<file path="config.mk">
export PLATFORM = sky130hd
export DESIGN_NAME = seg_scan_capture
export DESIGN_NICKNAME = d
export VERILOG_FILES = /design/src/rtl/seg_pkg.sv /design/src/rtl/seg_pattern_decode.sv /design/src/rtl/seg_scan_capture.sv
export SDC_FILE = /design/constraint.sdc
export NUM_CORES = 1
export LEC_CHECK = 0
export CORE_ASPECT_RATIO = 0.8
export CORE_MARGIN = 1.5
export CORE_UTILIZATION = 56
export DETAILED_ROUTE_END_ITERATION = 8
export PLACE_DENSITY_LB_ADDON = 0.2
export SLEW_MARGIN = 25
export SYNTH_ARGS = -nofsm -noshare
export SYNTH_HDL_FRONTEND = slang
export SYNTH_HIERARCHICAL = 1
export SYNTH_SLANG_ARGS = --single-unit
export TNS_END_PERCENT = 100
</file>
<file path="constraint.sdc">
create_clock -name clk -period 3.05 [get_ports clk]
set_input_delay 0.915 -clock clk [delete_from_list [all_inputs] [get_ports clk]]
set_output_delay 0.915 -clock clk [all_outputs]
set_load 0.005 [all_outputs]
</file>
<file path="src/rtl/seg_pkg.sv">
// ============================================================================
// Module      : seg_pkg
// Description : Seven-segment pattern constants (active-low gfedcba) and scan
//               capture FSM state type, shared by display driver and capture.
// Revision    : 1.0 - initial release
// ============================================================================
`default_nettype none

package seg_pkg;

  localparam logic [6:0] SEG_0     = 7'h40;
  localparam logic [6:0] SEG_1     = 7'h79;
  localparam logic [6:0] SEG_2     = 7'h24;
  localparam logic [6:0] SEG_3     = 7'h30;
  localparam logic [6:0] SEG_4     = 7'h19;
  localparam logic [6:0] SEG_5     = 7'h12;
  localparam logic [6:0] SEG_6     = 7'h02;
  localparam logic [6:0] SEG_7     = 7'h78;
  localparam logic [6:0] SEG_8     = 7'h00;
  localparam logic [6:0] SEG_9     = 7'h10;
  localparam logic [6:0] SEG_A     = 7'h08;
  localparam logic [6:0] SEG_B     = 7'h03;
  localparam logic [6:0] SEG_C     = 7'h46;
  localparam logic [6:0] SEG_D     = 7'h21;
  localparam logic [6:0] SEG_E     = 7'h06;
  localparam logic [6:0] SEG_F     = 7'h0E;
  localparam logic [6:0] SEG_BLANK = 7'h7F;

  typedef enum logic [1:0] {
    ST_IDLE    = 2'd0,
    ST_SETTLE  = 2'd1,
    ST_CAPTURE = 2'd2,
    ST_HOLD    = 2'd3
  } scan_state_e;

endpackage

`default_nettype wire

</file>
<file path="src/rtl/seg_pattern_decode.sv">
// ============================================================================
// Module      : seg_pattern_decode
// Description : Active-low segment pattern to {err, nibble}. Hex letters A-F
//               are decoded only when SEG_HEX_EN is defined.
// Revision    : 1.0 - initial release
// ============================================================================
`default_nettype none

module seg_pattern_decode
  import seg_pkg::*;
(
  input  logic [6:0] i_seg,
  output logic [3:0] o_nibble,
  output logic       o_err
);

  // Unrecognised patterns (blank included) report nibble 0 with err set.
  always_comb begin
    o_nibble = 4'h0;
    o_err    = 1'b0;
    case (i_seg)
      SEG_0: o_nibble = 4'h0;
      SEG_1: o_nibble = 4'h1;
      SEG_2: o_nibble = 4'h2;
      SEG_3: o_nibble = 4'h3;
      SEG_4: o_nibble = 4'h4;
      SEG_5: o_nibble = 4'h5;
      SEG_6: o_nibble = 4'h6;
      SEG_7: o_nibble = 4'h7;
      SEG_8: o_nibble = 4'h8;
      SEG_9: o_nibble = 4'h9;
`ifdef SEG_HEX_EN
      SEG_A: o_nibble = 4'hA;
      SEG_B: o_nibble = 4'hB;
      SEG_C: o_nibble = 4'hC;
      SEG_D: o_nibble = 4'hD;
      SEG_E: o_nibble = 4'hE;
      SEG_F: o_nibble = 4'hF;
`endif
      default: o_err = 1'b1;
    endcase
  end

endmodule

`default_nettype wire

</file>
<file path="src/rtl/seg_scan_capture.sv">
// ============================================================================
// Module      : seg_scan_capture
// Description : Reconstructs per-digit values from a multiplexed active-low
//               seven-segment bus. Optional hex decode via SEG_HEX_EN.
// Revision    : 1.0 - initial release
// ============================================================================
`default_nettype none

module seg_scan_capture
  import seg_pkg::*;
#(
  parameter int NUM_DIGITS    = 4,
  parameter int STABLE_CYCLES = 4
) (
  input  logic                    clk,
  input  logic                    rst_n,
  input  logic [NUM_DIGITS-1:0]   an,
  input  logic [6:0]              seg,
  input  logic                    clear,
  output logic [4*NUM_DIGITS-1:0] digits,
  output logic [NUM_DIGITS-1:0]   digit_err,
  output logic                    frame_valid,
  output logic                    bus_fault
);

  localparam int c_cnt_w = (STABLE_CYCLES > 1) ? $clog2(STABLE_CYCLES) : 1;
  localparam logic [c_cnt_w-1:0] c_cnt_max = c_cnt_w'(STABLE_CYCLES - 1);

  logic [NUM_DIGITS-1:0]   r_an_meta, r_an_sync, r_an_prev;
  logic [6:0]              r_seg_meta, r_seg_sync, r_seg_prev;
  logic [c_cnt_w-1:0]      r_cnt;
  scan_state_e             r_state;
  logic [NUM_DIGITS-1:0]   r_seen;
  logic [4*NUM_DIGITS-1:0] r_shadow;
  logic [NUM_DIGITS-1:0]   r_shadow_err;

  logic [NUM_DIGITS-1:0]   w_low;
  logic                    w_one_low;
  logic                    w_multi_low;
  logic                    w_changed;
  logic                    w_stable;
  logic [3:0]              w_nibble;
  logic                    w_err;
  logic [4*NUM_DIGITS-1:0] w_shadow_next;
  logic [NUM_DIGITS-1:0]   w_err_next;
  logic [NUM_DIGITS-1:0]   w_seen_next;
  scan_state_e             w_rescan_state;

  // Synchronisers idle at all-ones so a released reset looks like a dark bus.
  always_ff @(posedge clk or negedge rst_n) begin
    if (!rst_n) begin
      r_an_meta  <= '1;
      r_an_sync  <= '1;
      r_an_prev  <= '1;
      r_seg_meta <= '1;
      r_seg_sync <= '1;
      r_seg_prev <= '1;
    end else begin
      r_an_meta  <= an;
      r_an_sync  <= r_an_meta;
      r_an_prev  <= r_an_sync;
      r_seg_meta <= seg;
      r_seg_sync <= r_seg_meta;
      r_seg_prev <= r_seg_sync;
    end
  end

  assign w_low          = ~r_an_sync;
  assign w_one_low      = $onehot(w_low);
  assign w_multi_low    = (w_low != '0) && !w_one_low;
  assign w_changed      = {r_an_sync, r_seg_sync} != {r_an_prev, r_seg_prev};
  assign w_stable       = !w_changed && (r_cnt == c_cnt_max);
  assign w_rescan_state = w_one_low ? ST_SETTLE : ST_IDLE;

  always_ff @(posedge clk or negedge rst_n) begin
    if (!rst_n) begin
      r_cnt <= '0;
    end else if (clear || w_changed) begin
      r_cnt <= '0;
    end else if (r_cnt != c_cnt_max) begin
      r_cnt <= r_cnt + 1'b1;
    end
  end

  seg_pattern_decode u_decode (
    .i_seg    (r_seg_sync),
    .o_nibble (w_nibble),
    .o_err    (w_err)
  );

  always_comb begin
    w_shadow_next = r_shadow;
    w_err_next    = r_shadow_err;
    w_seen_next   = r_seen | w_low;
    for (int i = 0; i < NUM_DIGITS; i++) begin
      if (w_low[i]) begin
        w_shadow_next[4*i +: 4] = w_nibble;
        w_err_next[i]           = w_err;
      end
    end
  end

  always_ff @(posedge clk or negedge rst_n) begin
    if (!rst_n) begin
      r_state      <= ST_IDLE;
      r_seen       <= '0;
      r_shadow     <= '0;
      r_shadow_err <= '0;
      digits       <= '0;
      digit_err    <= '0;
      frame_valid  <= 1'b0;
      bus_fault    <= 1'b0;
    end else begin
      frame_valid <= 1'b0;
      if (clear) begin
        r_state   <= ST_IDLE;
        r_seen    <= '0;
        bus_fault <= 1'b0;
      end else begin
        case (r_state)
          ST_IDLE: begin
            if (w_multi_low && w_stable) bus_fault <= 1'b1;
            if (w_one_low) r_state <= ST_SETTLE;
          end
          ST_SETTLE: begin
            if (w_changed) begin
              r_state <= w_rescan_state;
            end else if (r_cnt == c_cnt_max) begin
              r_state      <= ST_CAPTURE;
              r_shadow     <= w_shadow_next;
              r_shadow_err <= w_err_next;
              if (w_seen_next == '1) begin
                digits      <= w_shadow_next;
                digit_err   <= w_err_next;
                frame_valid <= 1'b1;
                r_seen      <= '0;
              end else begin
                r_seen <= w_seen_next;
              end
            end
          end
          // A pin change can already be visible during the capture cycle.
          ST_CAPTURE: r_state <= w_changed ? w_rescan_state : ST_HOLD;
          ST_HOLD: begin
            if (w_changed) r_state <= w_rescan_state;
          end
          default: r_state <= ST_IDLE;
        endcase
      end
    end
  end

endmodule

`default_nettype wire

</file>
---- After elaboration in Yosys (flattened, before gate mapping) ----
Cells that the tools add are included.
cells by class
  add/subtract/negate cells ............... 4
  equality and inequality tests ........... 21
  mux-type cells .......................... 33
  bitwise gates (word level) .............. 4
  reductions and logical operators ........ 20
operators with widths
  kind                                                 count
  two-way mux 4 bit                                    9
  case mux 4 bit (9 select lines)                      1
  equality test 7 x 5 -> 1 bit, second input constant  3
  equality test 7 bit, second input constant           3
  two-way mux 2 bit                                    8
  equality test 7 x 6 -> 1 bit, second input constant  2
  two-way mux 1 bit                                    14
  inequality test 11 bit                               1
  nonzero test 2 bit                                   5
  OR reduction 10 bit                                  1
  case mux 2 bit (4 select lines)                      1
  equality test 7 x 2 -> 1 bit, second input constant  1
  logical NOT 7 bit                                    1
  equality test 2 bit, second input constant           3
  inequality test 3 bit, second input constant         2
  AND reduction 3 bit                                  2
  AND reduction 5 bit                                  1
  adder 1 x 1 -> 2 bit                                 2
  equality test 4 bit, second input constant           1
  inequality test 2 bit, second input constant         2
  inequality test 4 bit, second input constant         1
  inverter 4 bit                                       1
  bitwise OR 4 bit                                     1
  AND reduction 4 bit                                  1
  other kinds (11)                                     15
word-level totals
  register bits ........................... 83
  input port bits ......................... 14
  output and inout bits ................... 22
  logic and storage cells ................. 97

---- Depth between registers and ports, before layout ----
Gate-level depths: netlist of the first run.
  word-level depth ........................ 10
  mapped depth ............................ 7
  mapped depth without buffers ............ 7

---- By module ----
The synthesis of the first run kept the hierarchy.
modules (own cells, without submodules)
  module              instances  cells an instance  area an instance (um^2)  sequential area each (um^2)
  seg_scan_capture    1          212                3324.4                   2118.3
  seg_pattern_decode  1          28                 182.7                    0.0

---- Least setup slack after synthesis of the first run ----
OpenSTA, ideal clock, no wires.
  path type ............................... flip-flop to flip-flop
  start ................................... register r_an_sync[1]
  end ..................................... register digit_err[1]
  library setup time ...................... 128 ps
  arrival time ............................ 2104 ps
  data required time ...................... 2922 ps
  path slack .............................. 819 ps
  cell stages (with the launch flop) ...... 8
  path buffers ............................ 2
  clock period less this slack ............ 2231 ps
  path through ............................ dfstp_2 -> buf_2 -> xor2_1 -> nor4_4 -> o2111ai_1 -> nor3_2 -> buf_4 -> mux2_1
on the way
  cells in the longest elaborated chain, start to end .. 4
  elaborated cells on any way between the ends .. 7
  those cells by class .................... 2 x eq/ne; 1 x mux; 3 x bitwise; 1 x reduce/logical
ends and longest elaborated chain
  what                                  RTL line                 RTL
  start, declared                       seg_scan_capture.sv:29   logic [NUM_DIGITS-1:0] r_an_meta, r_an_sync, r_an_prev;
  start signal, assigned                seg_scan_capture.sv:60   r_an_sync <= r_an_meta;
  inverter 4 bit                        seg_scan_capture.sv:68   assign w_low = ~r_an_sync;
  bitwise OR 4 bit                      seg_scan_capture.sv:94   w_seen_next = r_seen | w_low;
  equality test 4 bit                   seg_scan_capture.sv:132  if (w_seen_next == '1) begin
  AND reduction 5 bit (no source line)  --
  end signal, assigned                  seg_scan_capture.sv:134  digit_err <= w_err_next;
  end, declared                         seg_scan_capture.sv:21   output logic [NUM_DIGITS-1:0] digit_err,
Several ways; a longest one is shown, not always the timed one.
A chain may end at the register's enable or synchronous reset.

---- Worst setup path in the final report of the first run ----
  start ................................... register r_seg_sync[5]
  end ..................................... register r_shadow_err[2]
on the way
  cells in the longest elaborated chain, start to end .. 4
  elaborated cells on any way between the ends .. 16
  those cells by class .................... 10 x eq/ne; 2 x mux; 1 x bitwise; 3 x reduce/logical
ends and longest elaborated chain
  what                                               RTL line                  RTL
  start, declared                                    seg_scan_capture.sv:30    logic [6:0] r_seg_meta, r_seg_sync, r_seg_prev;
  start signal, assigned                             seg_scan_capture.sv:63    r_seg_sync <= r_seg_meta;
  equality test 7 bit, or another cell as far along  seg_pattern_decode.sv:21  case (i_seg)
  OR reduction 10 bit (no source line)               --
  two-way mux 1 bit                                  seg_pattern_decode.sv:21
  two-way mux 1 bit                                  seg_scan_capture.sv:96    if (w_low[i]) begin
  end signal, assigned                               seg_scan_capture.sv:131   r_shadow_err <= w_err_next;
  end, declared                                      seg_scan_capture.sv:35    logic [NUM_DIGITS-1:0] r_shadow_err;
Several ways; a longest one is shown, not always the timed one.

==> results of run 1 <==
## worst max-delay path by stage
stage	start	endpoint	slack, ns	depth (start not counted)
4_1_cts	r_an_sync[3]$_DFF_PN1_	r_state[0]$_DFFE_PN0P_	0.50	7
5_1_grt	r_an_sync[3]$_DFF_PN1_	r_state[0]$_DFFE_PN0P_	0.30	7
6_report	r_seg_sync[5]$_DFF_PN1_	r_shadow_err[2]$_DFFE_PN0P_	0.50	5
2_1_floorplan	r_an_sync[1]$_DFF_PN1_	digit_err[1]$_DFFE_PN0P_	0.82	7
3_3_place_gp	clear	r_shadow_err[2]$_DFFE_PN0P_	0.38	6
3_5_place_dp	clear	r_shadow[5]$_DFFE_PN0P_	0.32	6
## power by group through the flow
| stage | Clock, uW | Combinational [uW] | Sequential, uW |
|---|---|---|---|
| finish | 762 | 109 | 1170 |
| global route | 833 | 123 | 1180 |
| CTS | 784 | 112 | 1170 |
| detailed placement | 0 | 111 | 1190 |
| global placement | 0 | 108 | 1190 |
| floorplan | 0 | 65.0 | 1180 |
## layout by cell type (no fill, tap or decap), types with 2 or more instances in the layout
cell             count
mux2_2              32
dfstp_2             33
mux2_1              28
nor4_1               2
inv_1                6
inv_4                2
xor2_1              13
nor2b_1              2
nor3_1               9
ha_1                 4
nor3_2               5
o21a_1               5
buf_4                5
clkdlybuf4s50_1     34
nand2_1              6
nand2b_1             3
inv_6                2
nand3_1              4
dfrtp_1             50
nor2_1               6
clkbuf_8             9
a21oi_1              3
## kinds of logic (layout without fill, tap and decap cells)
group	after synthesis	in the layout
compound gates	18	18
simple gates	46	46
flops	83	83
buf+inv	14	62
xor+xnor	13	13
mux	61	61
fa+ha+maj	5	5
## worst max-delay path: stages, from the launching register on
cell     delay [ns]
dfstp_2        0.67
xor2_1         0.12
nor4_2         0.43
nand3_2        0.38
nor3_2         0.45
mux2_2         0.38
## stage by stage
stage | util [%] | hold slack, ns | instance area [um^2]
floorplan | - | 0.345 | 3510
global placement | 66.3 | 0.346 | 3960
detailed placement | 66.3 | 0.347 | 3960
CTS | 69.5 | 0.360 | 4150
global route | 69.5 | 0.362 | 4150
finish | 69.5 | 0.358 | 4150
## metal layers
| layer | wire, um | up-vias | global-route usage, % | part of all wire [%] |
|---|---|---|---|---|
| li1 | - | 941 | - | - |
| met1 | 2770 | 991 | 26.7 | 47 |
| met2 | 2830 | 54 | 30.8 | 48 |
| met3 | 277 | 7 | 8.18 | 4.7 |
| met4 | 45 | 0 | 5.73 | 0.76 |
| met5 | 0 | - | 0 | 0 |
## state kept, by name (all words and copies together) (netlist names)
| register | cells |
|---|---|
| bus_fault | 1 |
| digit_err | 4 |
| digits | 16 |
| frame_valid | 1 |
| r_an_meta | 4 |
| r_an_prev | 4 |
| r_an_sync | 4 |
| r_cnt | 2 |
| r_seen | 4 |
| r_seg_meta | 7 |
| r_seg_prev | 7 |
| r_seg_sync | 7 |
| r_shadow | 16 |
| r_shadow_err | 4 |
| r_state | 2 |
## final cells by class
cell class	count	share of cell area, %
clock buffer	10	3.59
clock inverter	6	1.03
inverter	6	0.543
multi-input combinational	143	31.8
sequential	83	51.0
tap	81	2.44
timing repair buffer	40	9.59
==> flow_summary.yaml, run 1 <==
global_route:
  grt_usage_pct: 20.1
  grt_max_degree: 84
  grt_pass1_vias: 1975
  grt_pass1_wl_um: 9960
  gr-total-overflow: 0
  antenna_found_initial: 0
min_path:
  hold_path_depth: 0
  min_to: "r_seg_sync[2]$_DFF_PN1_"
  hold_start: "r_seg_meta[2]$_DFF_PN1_"
  hold_path.class: "register to register"
clock_tree:
  post_cts_buffers: 0
  numClockSinks: 83
  cts.path.max_buffers: 2
  clk_pin_slew_ns: 0.09
  hold_buffers: 0
  h-tree-depth: 3
  root_buffer: "clkbuf_8"
  clock_latency_ns: 0.36
  post_cts_resize_count: 0
  cts_buffers: 9
  cts_tree: "done"
placement:
  hpwl_um: 3830
  detailedPlace.worstSlack_ns: 0.320
  portBuffers: 35
  dpl.cell_count: 353
  gp_congestion: 0.831
timing:
  hold_viol_final: 0
  setup_viol: 0
  rsz0062_at_grt: "no"
  fmax_ghz: 0.392
  slew_violations: 0
  timing.final.ws_setup_ns: 0.499
  setup_tns_ns: 0
  fin_worst_skew_ns: 0.00871
  fin_crit_sh_pct: 83.6
  worst_pin_slew_ns: 0.619
  slew_headroom_pct: 58.6
  finalCriticalPeriod_ns: 2.55
logic_synthesis:
  synth_top_family_by_area: "multiplexers"
  synth_top_area_share_pct: 35.7
  yosysSeqAreaShare_pct: 60.4
  netlist_top_cells_count: "dfrtp_1, dfstp_2, mux2_2"
  synthMuxAreaShare_pct: 19.6
  yosysWarnings: 6
  synth.most_common_cell: "dfrtp_1"
  syn_inst: 240
  synth-adder-area-share_pct: 2.00
  synth_ff_type: "dfrtp_1"
  ys_types: 40
  syn_avg_cell_area_um2: 14.6
  synth_edf_count: 0
  synth_async_sr_flop_share_pct: 100
  synth-simple-area-share_pct: 8.78
  netlist_area_um2: 3510
  ys_top_cells_by_area: "dfrtp_1, dfstp_2, mux2_2"
  synth_top_area_cell: "dfrtp_1"
  synth_xor_area_share_pct: 3.25
  ys_ff_latch: 83
  syn_nets: 259
  synth_compound_area_share_pct: 4.03
finish:
  regArea_um2: 2120
  diodes: 0
  final_cell_count_no_fill: 369
  area_growth_pct: 18.3
  drive_above_1_share_pct: 35.1
  multiInputGateArea_um2: 1320
  final_net_count: 302
  fill_cells: 427
routing:
  vias: 1993
  drc: 0
  wl_per_cell_um: 16.1
  drt_iter0_drc: 53
  antenna_left: 0
  postRouteWirelength_um: 5920
  viasPerCell: 5.40
  drt_pass1_iterations: 4
power_and_ir_drop:
  p_sw_uw: 501
  p_comb_share_pct: 5.3
  switching_share_pct: 24.5
  p_clk_share_pct: 37.3
  p_per_area_nw_per_um2: 493
  power.share.sequential_pct: 57.4
  p_leak_uw: 0.00188
  p_int_uw: 1540
  power_uw: 2050
  vdd_drop_max_uv: 387
critical_path:
  reg2reg_depth: 5
  r2r_slack_ns: 0.50
  timing.rr.end: "r_shadow_err[2]$_DFFE_PN0P_"
  crit_type: "register to register"
  r2r-start: "r_seg_sync[5]$_DFF_PN1_"
  crit_path_start_kind: "register"
  cp_data_arrival_time_ns: 2.80
  required_ns: 3.30
  crit_path_max_fanout: 13
  end_kind: "register"
floorplan:
  die_h_um: 73.8
  io_pins: 36
  die-area_um2: 6750
  core_area_um2: 5970
  die_width_um: 91.5
  rows: 25
  initial_core_util_pct: 58.7
flow_run:
  drv_cap: 0
run_status:
  outcome: "complete, no violations"
Note: power is estimated with default switching activity, not from simulation.
==> inputs of run 2 (changes only) <==
CORE_UTILIZATION = 51   (was 56)
clock period = 2.2 ns   (was 3.05 ns; I/O delays follow)
==> run 2 against run 1 <==
Against the previous run: via count increased by 4.0%; final area up 6.2%; clock skew shrank 0.0012 ns; critical path depth rose by 4; non-clock buffer count grew 23; sequential power rose by 38%; die area increased by 9.4%; critical endpoint is now bus_fault$_DFFE_PN0P_; hold slack got worse by 0.19 ns; setup slack worse by 0.50 ns; the run now ends with negative setup slack left.
==> flow_summary.yaml, run 2 (same netlist as run 1, synthesis figures left out) <==
finish:
  layout_common_cells: "dfrtp_1, clkdlybuf4s50_1, dfstp_2, mux2_2, mux2_1"
  fill_cells: 495
  final_net_count: 325
  top_regs: "digits: 16 flops, r_shadow: 16 flops"
  layout_commonest_cell: "dfrtp_1"
  final_util_pct: 67.8
  drive_above_1_share_pct: 41.8
  diodes: 0
  area_growth_pct: 25.7
timing:
  fin_worst_skew_ns: 0.00749
  hold-worst-slack_ns: 0.169
  setup_viol: 1
  worst_pin_slew_ns: 0.402
  slew_headroom_pct: 73.2
  rsz0062_at_grt: "yes"
  hold_viol_final: 0
  timing.final.ws_setup_ns: -0.00103
  slew_violations: 0
  finalCriticalPeriod_ns: 2.20
  fmax_ghz: 0.454
  setup_tns_ns: -0.00103
  fin_crit_sh_pct: 100
power_and_ir_drop:
  vdd_drop_max_uv: 498
  p_leak_uw: 0.00201
  p_per_area_nw_per_um2: 660
  power_uw: 2910
critical_path:
  cp.depth: 9
  crit_end: "bus_fault$_DFFE_PN0P_"
  cp_slowest_cell: "dfstp_2"
  worst_path_dominant_cell_family: "adder cells"
  crit_path_start_kind: "register"
  crit_top_cell: "buf_4"
  r2r-start: "r_an_sync[1]$_DFF_PN1_"
  required_ns: 2.45
  slowest_delay_ns: 0.56
  reg2reg_depth: 9
  r2r_slack_ns: -0.001
  critPathLaunch: "r_an_sync[1]$_DFF_PN1_"
  crit_path_max_fanout: 3
  crit_buf_inv: 3
  crit_type: "register to register"
  end_kind: "register"
  path_cells: "fa_1 > inv_1 > ha_1 > ha_4 > nor3b_4 > buf_4 > buf_4 > nor4_1 > o21a_1"
  cp_data_arrival_time_ns: 2.45
  timing.rr.end: "bus_fault$_DFFE_PN0P_"
floorplan:
  die_width_um: 95.7
  core_area_um2: 6510
  rows: 26
  io_pins: 36
  initial_core_util_pct: 53.9
  die_h_um: 77.2
  die-area_um2: 7390
min_path:
  hold_path.class: "input port to async pin"
flow_run:
  drv_cap: 0
routing:
  drc: 0
  drt_pass1_iterations: 4
  vias: 2073
  postRouteWirelength_um: 6150
  viasPerCell: 5.25
  antenna_left: 0
  wl_per_cell_um: 15.6
  drt_iter0_drc: 71
global_route:
  grt_usage_pct: 19.3
  grt_max_degree: 42
  grt_pass1_wl_um: 10700
  grt_pass1_vias: 2129
  antenna_found_initial: 0
  gr-total-overflow: 0
clock_tree:
  cts_tree: "done"
  cts_buffers: 9
  clk_pin_slew_ns: 0.09
  numClockSinks: 83
  cts.path.max_buffers: 2
  clock_latency_ns: 0.35
  h-tree-depth: 3
  hold_buffers: 0
  root_buffer: "clkbuf_8"
placement:
  hpwl_um: 4310
  portBuffers: 35
  detailedPlace.worstSlack_ns: -0.186
  gp_congestion: 0.865
run_status:
  outcome: "complete, but fails checks"
  violations: "negative setup slack"
==> run 2: cell count changes in the layout (fill, tap and decap cells not counted), moves of 2 or more <==
cell / before / now
buf_4: 5 / 27
clkinv_4: 0 / 2
xor2_1: 13 / 11
xor2_2: 0 / 2
==> run 2: worst min path at each step <==
| stage | startpoint | endpoint | slack [ns] | cells past startpoint |
|---|---|---|---|---|
| final | rst_n | r_seen[2]$_DFFE_PN0P_ | 0.17 | 1 |
| after global routing | rst_n | r_seen[2]$_DFFE_PN0P_ | 0.16 | 1 |
| after CTS | rst_n | r_seen[2]$_DFFE_PN0P_ | 0.16 | 1 |
| after detailed placement | r_seg_meta[0]$_DFF_PN1_ | r_seg_sync[0]$_DFF_PN1_ | 0.35 | 0 |
| after global placement | r_seg_meta[1]$_DFF_PN1_ | r_seg_sync[1]$_DFF_PN1_ | 0.35 | 0 |
| after floorplan | r_an_meta[0]$_DFF_PN1_ | r_an_sync[0]$_DFF_PN1_ | 0.35 | 0 |
==> run 2: cell type report <==
class	instances	area (um^2)	area share, %
repair buffers	63	583	13.2
flip-flops and latches	83	2120	48.0
clock buffers	9	124	2.81
multi-input cells	143	1380	31.4
inverters	6	22.5	0.511
clock inverters	7	73.8	1.67
well taps	84	105	2.38
==> run 2: power breakdown <==
group	leakage [uW]	internal [uW]	switching [uW]	total [uW]
registers	0.00104	1580	28.4	1610
clock network	0.000104	531	543	1070
logic	0.000862	111	115	226
==> run 2: worst register-to-register path: cells and delay by family, from the launching register on <==
family / cells / cell delay (ns)
fa+ha+maj: 3 / 0.82
simple gates: 2 / 0.26
compound gates: 1 / 0.16
buf+inv: 3 / 0.30
flops: 1 / 0.56
==> run 2: metrics by stage <==
step,cell area [um^2],instances
after floorplan,3510,240
after global placement,4130,377
after detailed placement,4130,377
after CTS,4360,394
after global routing,4410,395
final,4410,395
==> run 2: per-layer routing <==
layer | wire length, um | vias up | track usage (%)
li1 | - | 980 | -
met2 | 2860 | 47 | 27.7
met3 | 230 | 13 | 5.26
met1 | 2930 | 1033 | 28.0
met4 | 128 | 0 | 7.21
met5 | 0 | - | 0
==> run 2: what timing repair did <==
item / CTS / global route
gates cloned: 0 / 0
setup buffers: 1 / 1
resized for setup: 4 / 5
pin swaps: 2 / 2
setup endpoints to repair: 19 / 41
